## config.mk

```make
export PLATFORM = sky130hd
export DESIGN_NAME = approx_mul_error_monitor
export DESIGN_NICKNAME = d
export VERILOG_FILES = /design/src/rtl/approx_eval_pkg.sv /design/src/rtl/approx_err_accum.sv /design/src/rtl/approx_mul_error_monitor.sv
export SDC_FILE = /design/constraint.sdc
export NUM_CORES = 1
export LEC_CHECK = 0
export ABC_AREA = 1
export CELL_PAD_IN_SITES_DETAIL_PLACEMENT = 0
export CELL_PAD_IN_SITES_GLOBAL_PLACEMENT = 2
export CORE_ASPECT_RATIO = 1.1
export CORE_MARGIN = 3
export CORE_UTILIZATION = 31
export DETAILED_ROUTE_END_ITERATION = 8
export PLACE_DENSITY_LB_ADDON = 0.1
export SETUP_SLACK_MARGIN = 0.2
export SYNTH_ARGS = -nofsm -noshare
export SYNTH_HDL_FRONTEND = slang
export SYNTH_HIERARCHICAL = 1
export SYNTH_SLANG_ARGS = --single-unit
```

## constraint.sdc

```tcl
create_clock -name clk -period 6.4 [get_ports clk]
set_input_delay 1.28 -clock clk [delete_from_list [all_inputs] [get_ports clk]]
set_output_delay 1.28 -clock clk [all_outputs]
set_load 0.01 [all_outputs]
```

## src/rtl/approx_eval_pkg.sv

```systemverilog
// ---------------------------------------------------------------------------
// approx_eval_pkg
// Shared types and arithmetic helpers for the approximate-multiplier error
// monitor.
//   eval_state_t : sweep controller states
//   exact_mul    : reference product of the operands packed in a vector
//   abs_diff     : unsigned |a - b| by compare-and-subtract
// The helpers work on 32-bit containers so one definition serves every
// operand width. Callers truncate the results to their own widths.
// ---------------------------------------------------------------------------
package approx_eval_pkg;

    typedef enum logic [1:0] {
        IDLE   = 2'd0,
        DRIVE  = 2'd1,
        CHECK  = 2'd2,
        FINISH = 2'd3
    } eval_state_t;

    // Operand A sits in vec[a_w-1:0] and operand B in the bits above it.
    // The caller passes only A_W+B_W meaningful bits, so a plain shift
    // isolates B.
    function automatic logic [63:0] exact_mul(input logic [31:0] vec, input int a_w);
        logic [31:0] op_a;
        logic [31:0] op_b;
        op_a = vec & ((32'd1 << a_w) - 32'd1);
        op_b = vec >> a_w;
        return {32'd0, op_a} * {32'd0, op_b};
    endfunction

    function automatic logic [31:0] abs_diff(input logic [31:0] a, input logic [31:0] b);
        return (a >= b) ? (a - b) : (b - a);
    endfunction

endpackage

```

## src/rtl/approx_err_accum.sv

```systemverilog
// ---------------------------------------------------------------------------
// approx_err_accum
// Error statistics registers for one sweep.
//   clk, rst      : clock, synchronous active-high reset
//   clr           : zero all statistics (takes priority over upd)
//   upd           : fold err_in / vec_in into the statistics
//   err_in        : absolute error of the vector being checked
//   vec_in        : the vector being checked
//   max_err       : largest error seen so far
//   worst_vec     : first vector that produced max_err
//   sum_err       : running sum of errors
//   err_cnt       : number of vectors with a nonzero error
// ---------------------------------------------------------------------------
module approx_err_accum #(
    parameter int VEC_W = 4,
    parameter int ERR_W = 4,
    parameter int SUM_W = 8,
    parameter int CNT_W = 5
) (
    input  logic             clk,
    input  logic             rst,
    input  logic             clr,
    input  logic             upd,
    input  logic [ERR_W-1:0] err_in,
    input  logic [VEC_W-1:0] vec_in,
    output logic [ERR_W-1:0] max_err,
    output logic [VEC_W-1:0] worst_vec,
    output logic [SUM_W-1:0] sum_err,
    output logic [CNT_W-1:0] err_cnt
);

    logic [ERR_W-1:0] max_q,   max_d;
    logic [VEC_W-1:0] worst_q, worst_d;
    logic [SUM_W-1:0] sum_q,   sum_d;
    logic [CNT_W-1:0] cnt_q,   cnt_d;

    always_comb begin
        max_d   = max_q;
        worst_d = worst_q;
        sum_d   = sum_q;
        cnt_d   = cnt_q;
        if (clr) begin
            max_d   = '0;
            worst_d = '0;
            sum_d   = '0;
            cnt_d   = '0;
        end else if (upd) begin
            // Strict greater-than so a tie keeps the earlier vector.
            if (err_in > max_q) begin
                max_d   = err_in;
                worst_d = vec_in;
            end
            sum_d = sum_q + SUM_W'(err_in);
            cnt_d = cnt_q + CNT_W'(err_in != '0);
        end
    end

    always_ff @(posedge clk) begin
        if (rst) begin
            max_q   <= '0;
            worst_q <= '0;
            sum_q   <= '0;
            cnt_q   <= '0;
        end else begin
            max_q   <= max_d;
            worst_q <= worst_d;
            sum_q   <= sum_d;
            cnt_q   <= cnt_d;
        end
    end

    assign max_err   = max_q;
    assign worst_vec = worst_q;
    assign sum_err   = sum_q;
    assign err_cnt   = cnt_q;

endmodule

```

## src/rtl/approx_mul_error_monitor.sv

```systemverilog
// ---------------------------------------------------------------------------
// approx_mul_error_monitor
// Sweeps every input vector of a combinational approximate multiplier,
// compares each response with the exact truncated product and reports
// error statistics plus a pass/fail against the threshold ET.
//   clk, rst   : clock, synchronous active-high reset
//   start      : begin a sweep (only honoured while idle)
//   busy       : sweep in progress
//   done       : one-cycle pulse, results valid
//   dut_in     : registered stimulus {B, A} to the circuit
//   dut_out    : circuit response
//   max_err    : largest |approx - exact|
//   worst_vec  : first vector that produced max_err
//   sum_err    : sum of absolute errors
//   err_cnt    : vectors with a nonzero error
//   pass       : max_err <= ET, valid from the done pulse onward
// Each vector takes two cycles: DRIVE gives the circuit a full cycle to
// settle, and CHECK samples its output.
// ---------------------------------------------------------------------------
module approx_mul_error_monitor
    import approx_eval_pkg::*;
#(
    parameter int A_W   = 2,
    parameter int B_W   = 2,
    parameter int OUT_W = 4,
    parameter int ET    = 8
) (
    input  logic                     clk,
    input  logic                     rst,
    input  logic                     start,
    output logic                     busy,
    output logic                     done,
    output logic [A_W+B_W-1:0]       dut_in,
    input  logic [OUT_W-1:0]         dut_out,
    output logic [OUT_W-1:0]         max_err,
    output logic [A_W+B_W-1:0]       worst_vec,
    output logic [OUT_W+A_W+B_W-1:0] sum_err,
    output logic [A_W+B_W:0]         err_cnt,
    output logic                     pass
);

    localparam int          VEC_W = A_W + B_W;
    localparam logic [31:0] ET_U  = 32'(ET);

    eval_state_t      state_q, state_d;
    logic [VEC_W-1:0] vec_q,   vec_d;
    logic             pass_q,  pass_d;

    logic             acc_clr;
    logic             acc_upd;
    logic [OUT_W-1:0] exact_val;
    logic [OUT_W-1:0] err_val;
    logic             max_ok;

    assign exact_val = OUT_W'(exact_mul(32'(vec_q), A_W));
    assign err_val   = OUT_W'(abs_diff(32'(dut_out), 32'(exact_val)));
    assign max_ok    = (32'(max_err) <= ET_U);

    always_comb begin
        state_d = state_q;
        vec_d   = vec_q;
        pass_d  = pass_q;
        acc_clr = 1'b0;
        acc_upd = 1'b0;
        unique case (state_q)
            IDLE: begin
                if (start) begin
                    state_d = DRIVE;
                    vec_d   = '0;
                    pass_d  = 1'b0;
                    acc_clr = 1'b1;
                end
            end
            DRIVE: begin
                state_d = CHECK;
            end
            CHECK: begin
                acc_upd = 1'b1;
                if (&vec_q) begin
                    state_d = FINISH;
                end else begin
                    vec_d   = vec_q + VEC_W'(1);
                    state_d = DRIVE;
                end
            end
            FINISH: begin
                pass_d  = max_ok;
                state_d = IDLE;
            end
            default: begin
                state_d = IDLE;
            end
        endcase
    end

    always_ff @(posedge clk) begin
        if (rst) begin
            state_q <= IDLE;
            vec_q   <= '0;
            pass_q  <= 1'b0;
        end else begin
            state_q <= state_d;
            vec_q   <= vec_d;
            pass_q  <= pass_d;
        end
    end

    approx_err_accum #(
        .VEC_W (VEC_W),
        .ERR_W (OUT_W),
        .SUM_W (OUT_W + VEC_W),
        .CNT_W (VEC_W + 1)
    ) u_accum (
        .clk       (clk),
        .rst       (rst),
        .clr       (acc_clr),
        .upd       (acc_upd),
        .err_in    (err_val),
        .vec_in    (vec_q),
        .max_err   (max_err),
        .worst_vec (worst_vec),
        .sum_err   (sum_err),
        .err_cnt   (err_cnt)
    );

    assign busy   = (state_q != IDLE);
    assign done   = (state_q == FINISH);
    assign dut_in = vec_q;
    // The final max_err is already settled during FINISH, so pass is shown
    // straight from the compare in the done cycle and held in pass_q after.
    assign pass   = done ? max_ok : pass_q;

endmodule

```

# ---- After elaboration in Yosys (flattened, before gate mapping)
# Index checks and enable logic that the tools add are counted.
# Widths: inputs -> output; s select.
dict set report totals {
  elab_cells 44
  reg_bits 28
  input_bits 7
}
dict set report classes {
  eq_ne 5
  n_lt_le_gt_ge 3
  multipliers 1
  n_reduce_logical 10
  mux 13
  n_addsub 5
}
# op count
set ops {}
lappend ops {{$mux 4} 3}
lappend ops {{$add 8x4->8} 1}
lappend ops {{$pmux 2 s4} 1}
lappend ops {{$pmux 4 s2} 1}
lappend ops {{$sub 4x4->4} 2}
lappend ops {{$reduce_bool 2->1} 3}
lappend ops {{$add 5x1->5} 1}
lappend ops {{$mux 1} 5}
lappend ops {{$add 4x1->4 const B} 1}
lappend ops {{$eq 2x2->1 const B} 2}
lappend ops {{$ge 4x4->1} 1}
lappend ops {{$gt 4x4->1} 1}
lappend ops {{$le 4x4->1 const B} 1}
lappend ops {{$mul 2x2->4} 1}
lappend ops {{$mux 2} 2}
lappend ops {{$ne 2x2->1 const B} 2}
lappend ops {{$reduce_and 2->1} 2}
lappend ops {{$reduce_and 4->1} 1}
lappend ops {{$reduce_bool 4->1} 1}
lappend ops {{$reduce_and 3->1} 1}
lappend ops {{$eq 2x1->1 const B} 1}
lappend ops {{$logic_not 2->1} 1}
lappend ops {{$pmux 1 s2} 1}
lappend ops {{$reduce_or 2->1} 1}

# ---- Logic depth before layout (Yosys ltp)
# Gate-level depths: netlist (run 1).
dict set report logic_depth {
  ltp_word 5
  depth_mapped 21
}

# ---- By module
# The synthesis (run 1) kept the hierarchy.
# mod instances area_per_inst_um2 cells_per_inst seq_area_each_um2
set by_module_without_submodules {}
lappend by_module_without_submodules {approx_err_accum 1 1233.7 162 420.4}
lappend by_module_without_submodules {approx_mul_error_monitor 1 749.5 121 140.1}

# ---- Worst setup path before layout (run 1)
# No wires, ideal clock.
dict set report synth_path {
  path_type {input -> register}
  start {in dut_out[0]}
  end {reg u_accum.max_q[1], in the netlist u_accum/max_err[1]}
  t_required_ps 6285
  path_slack_ps 2982
  setup_time_ps 115
  cell_stages 17
  arrival_time_ps 3303
  path_cell_list {inv_1 ha_1 inv_1 fa_1 inv_1 nand2_1 nand3_1 nand2_1 o21ai_0 ha_1 nand2_2 inv_1 nand2_1 nand2_2 buf_6 a21oi_1 nor2_1}
}
dict set report synth_via {
  elab_chain_len 4
  word_cells_on_any_way 6
  classes_between {add/sub: 2; order compare: 2; mux: 1; reduce/logical: 1}
}
# element line
set synth_lines {}
lappend synth_lines {{start: declaration} approx_mul_error_monitor.sv:34} ;# input logic [OUT_W-1:0] dut_out,
lappend synth_lines {{$sub 4x4->4 / $ge 4x4->1 (equally long branches)} approx_eval_pkg.sv:32} ;# return (a >= b) ? (a - b) : (b - a);
lappend synth_lines {{$mux 4 (*)} approx_eval_pkg.sv:32}
lappend synth_lines {{named net err_val[2]} approx_mul_error_monitor.sv:52} ;# logic [OUT_W-1:0] err_val;
lappend synth_lines {{$gt 4x4->1 (*)} approx_err_accum.sv:49} ;# if (err_in > max_q) begin
lappend synth_lines {{$reduce_and 2->1 (no line) (*)} --}
lappend synth_lines {{end signal: assignment} approx_err_accum.sv:65} ;# max_q <= max_d;
lappend synth_lines {{end: declaration} approx_err_accum.sv:32} ;# logic [ERR_W-1:0] max_q, max_d;
# The timed path passes the listed nets; every way through them passes the cells marked *.
# A chain may end at the register's enable or synchronous reset.

# ---- Worst setup path after layout (run 1)
dict set report layout_path {
  start {in dut_out[0]}
  end {reg u_accum.worst_q[1], in the netlist u_accum/worst_vec[1]}
}
dict set report layout_via {
  elab_chain_len 4
  word_cells_on_any_way 6
  classes_between {add/sub: 2; order compare: 2; mux: 1; reduce/logical: 1}
}
# element line
set layout_lines {}
lappend layout_lines {{$sub 4x4->4 / $ge 4x4->1 (equally long branches)} approx_eval_pkg.sv:32}
lappend layout_lines {{$mux 4 (*)} approx_eval_pkg.sv:32}
lappend layout_lines {{named net err_val[2]} approx_mul_error_monitor.sv:52}
lappend layout_lines {{$gt 4x4->1 (*)} approx_err_accum.sv:49}
lappend layout_lines {{$reduce_and 2->1 (no line) (*)} --}
lappend layout_lines {{end signal: assignment} approx_err_accum.sv:66} ;# worst_q <= worst_d;
lappend layout_lines {{end: declaration} approx_err_accum.sv:33} ;# logic [VEC_W-1:0] worst_q, worst_d;
# Marked as above.

==> impl_table.tex, run 1 <==
\begin{tabular}{lr}
\hline
Metric & Value \\
\hline
\multicolumn{2}{l}{\textbf{Power and ir drop}} \\
Sw Ratio & 27.92\% \\
Share of total power in the clock network & 34.3\% \\
Power density over cell area & 169.2 mW/mm2 \\
Proportion of power drawn by flip-flops and latches & 44.6\% \\
Leakage power total & 1.080 nW \\
Net switching power & 0.1149 mW \\
Combinational fraction of design power & 21.1\% \\
Worst vdd rail ir drop & 0.00009459 V \\
Pint & 0.2965 mW \\
\multicolumn{2}{l}{\textbf{Timing}} \\
Minimum clock period after layout & 3917 ps \\
Slew @ Worst Pin & 684.3 ps \\
Final Hold Violating Endpoints & 0 \\
Final Setup Violations & 0 \\
Fmax & 0.2553 GHz \\
Layout Skew & 1.697 ps \\
Final hold slack & 468.0 ps \\
Final cycle utilization of the critical path & 61.21\% \\
Max transition margin & 54.33\% \\
RSZ-0062 raised after global routing & no \\
Max-slew violations & 0 \\
Summed negative setup slack over all endpoints & 0 ps \\
\multicolumn{2}{l}{\textbf{Global routing}} \\
Overall track demand over capacity in global routing & 12.80\% \\
Maximum number of pins on one net before global-route repair & 24 \\
Number of global-route vias before repair & 1,681 \\
Leftover overflow at the end of global routing & 0 \\
Antenna violations before repair & 0 \\
First-pass GRT wire length & 7672 um \\
\multicolumn{2}{l}{\textbf{Yosys}} \\
Yosys synthesis warning count & 6 \\
Synthesized instance count & 283 \\
Share of the synthesized area in the top cell type & 28.26\% \\
Cell types occupying the most area after synthesis & dfxtp\_1, nand2\_1, ha\_1, inv\_1, nor2\_1 \\
Count of distinct cell types in the synthesized netlist & 31 \\
Mean instance size in the synthesized netlist & 7.008 um2 \\
Post-Synthesis Cell Area & 0.001983 mm2 \\
Top\_reg\_cell synth & dfxtp\_1 \\
Number of register bits inferred by synthesis & 28 \\
Seq/Total Area, Yosys & 28.26\% \\
Most frequently used cell type in the post-synthesis netlist & nand2\_1 \\
Yosys top cell by area & dfxtp\_1 \\
Top cells by count, synth & nand2\_1, inv\_1, nor2\_1, dfxtp\_1 \\
Net count after synthesis & 313 \\
Fraction of registers with async set/reset & 0\% \\
EDFF count, synth & 0 \\
\multicolumn{2}{l}{\textbf{Floorplan}} \\
Total die area & 0.007394 mm2 \\
\# rows & 29 \\
Boundary Pins & 35 \\
Chip height & 89.89 um \\
Core box area & 0.005987 mm2 \\
Effective utilization at floorplan & 33.12\% \\
Overall die width & 82.26 um \\
\multicolumn{2}{l}{\textbf{Layout}} \\
Post-layout util & 40.61\% \\
Fill cell instance count of the final layout & 670 \\
Post-layout net count & 346 \\
Growth of design area from synthesis to finish & 22.59\% \\
Antenna cells & 0 \\
Ratio of cells with drive above 1 in the final layout & 7.619\% \\
Post-Layout Cell Count & 392 \\
\multicolumn{2}{l}{\textbf{Routing}} \\
Overall routed net length & 4389 um \\
Via-to-Cell Ratio & 4.449 \\
Routed length per placed instance & 11.20 um \\
Initial detailed-routing violation count & 72 \\
Number of nets with antenna violations after routing & 0 \\
Iteration count of the initial detailed-routing pass & 4 \\
Post-route DRC violation count & 0 \\
Via count of the routed design & 1,744 \\
\multicolumn{2}{l}{\textbf{Place}} \\
Count of placed standard cells including taps & 388 \\
Buffers on Ports & 34 \\
Final GP Congestion & 0.8379 \\
Half-perimeter wire length after detailed placement & 3503 um \\
\multicolumn{2}{l}{\textbf{Clock tree}} \\
CTS max path bufs & 2 \\
Clock latency at the later pin of the worst-skew pair & 270 ps \\
Number of clock buffers inserted by TritonCTS & 3 \\
Post-CTS setup repair buffer count & 0 \\
Total of cells resized after clock tree synthesis & 0 \\
Clock transition at path regs & 100 ps \\
Count of hold buffers inserted by post-cts repair & 0 \\
Cell chosen for the clock root & clkbuf\_8 \\
Clock sink count & 28 \\
H-tree levels & 1 \\
CTS tree & yes \\
\multicolumn{2}{l}{\textbf{Worst setup path}} \\
CP bufs+invs & 5 \\
Max Fanout on Critical Path & 16 \\
Crit start category & primary input \\
Critical path's slowest cell & fa\_1 \\
Longest individual stage delay on the worst path & 430 ps \\
Data arrival time of the critical path & 4130 ps \\
Worst setup EP type & flop \\
Ordered cell list for the critical path & clkdlybuf4s50\_1 > inv\_1 > ha\_1 > inv\_1 > fa\_1 > inv\_1 > nand2\_1 > nand3\_1 > nand2\_1 > o21ai\_0 > ha\_1 > nand2\_2 > inv\_1 > nand2\_1 > nand2\_2 > nand3b\_1 > nand2\_1 > nor2\_1 \\
Required time worst endpoint & 6620 ps \\
Family with the most delay on the worst path & simple AND/OR/NAND/NOR gates \\
Setup CP Type & in2reg \\
\multicolumn{2}{l}{\textbf{Flow run}} \\
Number of max-cap violations & 0 \\
\multicolumn{2}{l}{\textbf{Run status}} \\
Run status & finished clean \\
\multicolumn{2}{l}{\textbf{Worst hold path}} \\
Worst hold-check path type & reg2reg \\
\hline
\end{tabular}
==> registers in the layout, summed over array words and instances (netlist names) <==
signal             count
u_accum/worst_vec      4
dut_in                 4
pass_q                 1
state_q                2
u_accum/err_cnt        5
u_accum/max_err        4
u_accum/sum_err        8
==> placed cells by master (no fill, tap or decap) <==
master           Yosys  layout
xor2_1               1       1
dfxtp_1             28      28
nor3_1               1       1
bufinv_16            0       1
nand2_1             71      71
nand3b_1             4       4
nor2_1              29      29
nor2_2               2       2
clkdlybuf4s50_1      0      34
nand3_1             21      21
and3_1               2       2
nand4_1              2       2
nand3_2              1       1
inv_1               42      42
nor2_4               2       2
o21ai_1              4       4
xnor2_1              2       2
o21bai_2             1       1
o21ai_0              4       4
nor2_8               1       1
o21bai_1             1       1
a21oi_1             21      21
inv_4                1       1
nand2_2              4       4
clkbuf_8             0       3
a21o_1               1       1
a21oi_2              6       6
ha_1                20      20
fa_1                 3       3
inv_2                2       2
==> final timing paths <==
check	from	to	slack (ps)	cells after the start
worst min-delay path	u_accum/err_cnt[4]	u_accum/err_cnt[4]	470	1
worst min register to register	u_accum/err_cnt[4]	u_accum/err_cnt[4]	470	1
worst max register to register	dut_in[1]	u_accum/worst_vec[1]	3210	18
worst max-delay path	dut_out[0]	u_accum/worst_vec[1]	2480	18
==> metrics by stage <==
stage	instance area [um2]	power, mW	worst slack, ps
after CTS	2431	0.4207	2467
after global placement	2360	0.2769	2253
after detailed placement	2360	0.2758	2160
after floorplan	1983	0.2536	2982
final	2431	0.4114	2483
after global routing	2431	0.4382	2172
==> layer usage <==
metal	wire, um	GRT usage, %	up-vias
li1	-	-	957
met1	2246	17.82	761
met2	1985	20.32	24
met3	131	1.900	2
met4	25	3.324	0
met5	0	0	-
==> logic make-up after synthesis <==
| logic type | synth area share, % |
|---|---|
| AND/OR/NAND/NOR | 31.80 |
| buffers and inverters | 11.67 |
| AO/OA/AOI/OAI | 11.29 |
| flip-flops | 28.27 |
| adder cells (fa/ha/maj) | 15.65 |
| XOR/XNOR | 1.325 |
==> layout make-up <==
cell class	count	area (um2)	area share (%)
well taps	77	96.34	3.963
flip-flops and latches	28	560.5	23.06
repair buffers	34	340.3	14.00
multi-input cells	204	1191	49.00
clock buffers	3	41.29	1.698
inverters	45	171.4	7.051
clock inverters	1	30.03	1.235
==> power groups by stage <==
stage	combinational (mW)	clock (mW)	sequential (mW)
final	0.0870	0.141	0.183
after CTS	0.0886	0.149	0.184
after floorplan	0.0659	0	0.188
after detailed placement	0.0883	0	0.188
after global placement	0.0893	0	0.188
after global routing	0.101	0.153	0.184
(Power assumes the default switching activity.)
==> run 2, diff against run 1 <==
--- a/config.mk
+++ b/config.mk
@@ -10,7 +10,7 @@
 export CELL_PAD_IN_SITES_GLOBAL_PLACEMENT = 2
 export CORE_ASPECT_RATIO = 1.1
 export CORE_MARGIN = 3
-export CORE_UTILIZATION = 31
+export CORE_UTILIZATION = 26
 export DETAILED_ROUTE_END_ITERATION = 8
 export PLACE_DENSITY_LB_ADDON = 0.1
 export SETUP_SLACK_MARGIN = 0.2
==> constraint.sdc (replaced) <==
create_clock -name clk -period 3.16 [get_ports clk]
set_input_delay 0.632 -clock clk [delete_from_list [all_inputs] [get_ports clk]]
set_output_delay 0.632 -clock clk [all_outputs]
set_load 0.01 [all_outputs]
==> run 2 against run 1 <==
Sequential cell count unchanged. Clock skew up 6.7 ps. Cell count rose by 9.4%. Largest power group unchanged. Register-to-register slack got worse by 2900 ps. Highest routed layer unchanged. Non-clock buffer count rose by 27.
==> impl_table.tex, run 2 (synthesized netlist as in run 1, its figures left out) <==
\begin{tabular}{lr}
\hline
Metric & Value \\
\hline
\multicolumn{2}{l}{\textbf{Floorplan}} \\
Chip height & 97.60 um (+8.6\%) \\
\# rows & 32 (+10\%) \\
Total die area & 0.008713 mm2 (+18\%) \\
Core box area & 0.007207 mm2 (+20\%) \\
Boundary Pins & 35 (unchanged) \\
Overall die width & 89.27 um (+8.5\%) \\
Effective utilization at floorplan & 27.52\% (-5.6 points) \\
\multicolumn{2}{l}{\textbf{Routing}} \\
Via-to-Cell Ratio & 4.476 (+0.60\%) \\
Post-route DRC violation count & 0 (unchanged) \\
Number of nets with antenna violations after routing & 0 (unchanged) \\
Via count of the routed design & 1,920 (+10\%) \\
Iteration count of the initial detailed-routing pass & 4 (unchanged) \\
Routed length per placed instance & 12.46 um (+11\%) \\
Initial detailed-routing violation count & 63 (-13\%) \\
Overall routed net length & 5347 um (+22\%) \\
\multicolumn{2}{l}{\textbf{Global routing}} \\
Maximum number of pins on one net before global-route repair & 17 (-29\%) \\
First-pass GRT wire length & 8507 um (+11\%) \\
Number of global-route vias before repair & 1,740 (+3.5\%) \\
Overall track demand over capacity in global routing & 12.14\% (-0.66 points) \\
Leftover overflow at the end of global routing & 0 (unchanged) \\
Antenna violations before repair & 0 (unchanged) \\
\multicolumn{2}{l}{\textbf{Worst setup path}} \\
Critical register-to-register path startpoint & dut\_in[1] \\
Setup CP Type & reg2reg \\
Max Fanout on Critical Path & 8 (-8) \\
Crit start category & flop \\
Family with the most delay on the worst path & adder cells \\
Ordered cell list for the critical path & nand2\_1 > inv\_1 > ha\_1 > inv\_1 > fa\_2 > inv\_2 > nand2\_1 > nand3\_2 > nand2\_4 > nand2\_2 > o21ai\_2 > buf\_6 > ha\_4 > nand2\_4 > nor2\_4 > nor2\_8 > buf\_4 > a21oi\_2 > nor2\_1 \\
Critical path's slowest cell & fa\_2 \\
Reg-to-reg critical path endpoint & u\_accum/worst\_vec[0] \\
Worst setup EP type & flop \\
CP bufs+invs & 5 (unchanged) \\
Required time worst endpoint & 3350 ps (-3270 ps) \\
Longest individual stage delay on the worst path & 370 ps (-60 ps) \\
Data arrival time of the critical path & 3020 ps (-1110 ps) \\
Internal reg-to-reg setup slack & 330 ps (-2880 ps) \\
Worst r2r path cells & 19 (+1) \\
\multicolumn{2}{l}{\textbf{Place}} \\
Buffers on Ports & 34 (unchanged) \\
Final GP Congestion & 0.7511 (-10\%) \\
Half-perimeter wire length after detailed placement & 4027 um (+15\%) \\
\multicolumn{2}{l}{\textbf{Layout}} \\
Post-layout net count & 375 (+8.4\%) \\
Post-layout util & 40.19\% (-0.42 points) \\
Combined flip-flop and latch cell area & 563.0 um2 (+0.45\%) \\
Antenna cells & 0 (unchanged) \\
Ratio of cells with drive above 1 in the final layout & 26.45\% (+19 points) \\
Max FFs per register & 8 (unchanged) \\
Fill cell instance count of the final layout & 757 (+13\%) \\
Most frequent standard cell in the layout excluding fill and tap cells & nand2\_1 \\
Growth of design area from synthesis to finish & 46.06\% \\
Leading cell types in the layout, fill and taps excluded & nand2\_1, inv\_1, clkdlybuf4s50\_1 \\
Combined area of the multi-input logic cells & 0.001433 mm2 (+20\%) \\
\multicolumn{2}{l}{\textbf{Worst hold path}} \\
Source of the worst hold timing path & pass\_q \\
Capture endpoint of the worst hold path & pass\_q \\
Hold-critical path depth & 2 (+1) \\
Worst hold-check path type & reg2reg \\
\multicolumn{2}{l}{\textbf{Timing}} \\
Summed negative setup slack over all endpoints & 0 ps (unchanged) \\
Final hold slack & 473.1 ps (+5.072 ps) \\
Final cycle utilization of the critical path & 89.48\% \\
Fmax & 0.3537 GHz \\
Max-slew violations & 0 (unchanged) \\
Final Hold Violating Endpoints & 0 (unchanged) \\
RSZ-0062 raised after global routing & no \\
Final Setup Violations & 0 (unchanged) \\
Minimum clock period after layout & 2827 ps \\
Max transition margin & 65.85\% (+12 points) \\
Layout Skew & 8.365 ps (+6.668 ps) \\
Slew @ Worst Pin & 511.6 ps (-172.6 ps) \\
\multicolumn{2}{l}{\textbf{Power and ir drop}} \\
Worst vdd rail ir drop & 0.0001758 V (+86\%) \\
Leakage power total & 1.259 nW (+17\%) \\
Power density over cell area & 321.4 mW/mm2 (+90\%) \\
\multicolumn{2}{l}{\textbf{Clock tree}} \\
Cell chosen for the clock root & clkbuf\_8 \\
Count of hold buffers inserted by post-cts repair & 0 (unchanged) \\
H-tree levels & 1 (unchanged) \\
Number of clock buffers inserted by TritonCTS & 3 (unchanged) \\
Clock sink count & 28 (unchanged) \\
CTS max path bufs & 2 (unchanged) \\
Clock transition at path regs & 110 ps (about the same) \\
Clock latency at the later pin of the worst-skew pair & 280 ps (about the same) \\
CTS tree & yes \\
\multicolumn{2}{l}{\textbf{Run status}} \\
Run status & finished clean \\
\multicolumn{2}{l}{\textbf{Flow run}} \\
Number of max-cap violations & 0 (unchanged) \\
\hline
\end{tabular}
## run 2: changes by cell type in the layout (fill, tap and decap cells not counted), moves of 4 or more
cell	before	now
nand2_1	71	65
ha_1	20	9
a21oi_1	21	17
inv_2	2	7
buf_4	0	26
inv_1	42	37
nand2_4	0	5
ha_4	0	8
## run 2: repair_timing
action	CTS	global route
buffers inserted	0	4
pin swaps	2	18
endpoints found under the setup margin	15	18
gates cloned	0	2
gates resized for setup	12	43
## run 2: cell type report
| class | count | area share (%) |
|---|---|---|
| Multi-Input combinational cell | 206 | 49.46 |
| Sequential cell | 28 | 19.44 |
| Timing Repair Buffer | 61 | 19.05 |
| Inverter | 45 | 5.918 |
| Tap cell | 85 | 3.672 |
| Clock buffer | 3 | 1.425 |
| Clock inverter | 1 | 1.037 |
## run 2: power by group
part | internal [mW] | switching, mW
combinational | 0.118 | 0.143
sequential | 0.361 | 0.00899
clock | 0.170 | 0.130
## run 2: worst max path at each step
| stage | end | from | cells after the start | slack, ps |
|---|---|---|---|---|
| after floorplan | u_accum/max_err[1] | dut_in[0] | 20 | 350 |
| after global placement | u_accum/sum_err[6] | dut_out[0] | 18 | -300 |
| after detailed placement | u_accum/sum_err[6] | dut_out[0] | 18 | -310 |
| after CTS | u_accum/err_cnt[4] | dut_out[0] | 20 | 210 |
| after global routing | u_accum/err_cnt[4] | dut_in[1] | 19 | 180 |
| final | u_accum/worst_vec[0] | dut_in[1] | 19 | 330 |
## run 2: worst register-to-register path: cells and delay by family, from the launching register on
family                     cells  cell delay, ps
AOI/OAI and AO/OA              2             180
adders and majority gates      3             970
buffers and inverters          5             470
DFF                            1             360
and+or+nand+nor                9             750
## run 2: through the flow
step / setup WS, ps / instances / cell area, um2 / total power [mW]
2_1_floorplan: 351.5 / 283 / 1983 / 0.5135
3_3_place_gp: -297.4 / 419 / 2542 / 0.5874
3_5_place_dp: -311.5 / 419 / 2542 / 0.5862
4_1_cts: 211.0 / 423 / 2653 / 0.8986
5_1_grt: 181.4 / 429 / 2897 / 0.9803
6_report: 332.6 / 429 / 2897 / 0.9310
## run 2: metal layers
metal	share of wire, %	vias to the layer above	routed length (um)	track usage, %
met5	0	-	0	0
met4	0.92	0	49	2.749
met3	2.8	4	148	1.696
met2	48	27	2579	19.91
met1	48	870	2569	16.59
li1	-	1019	-	-
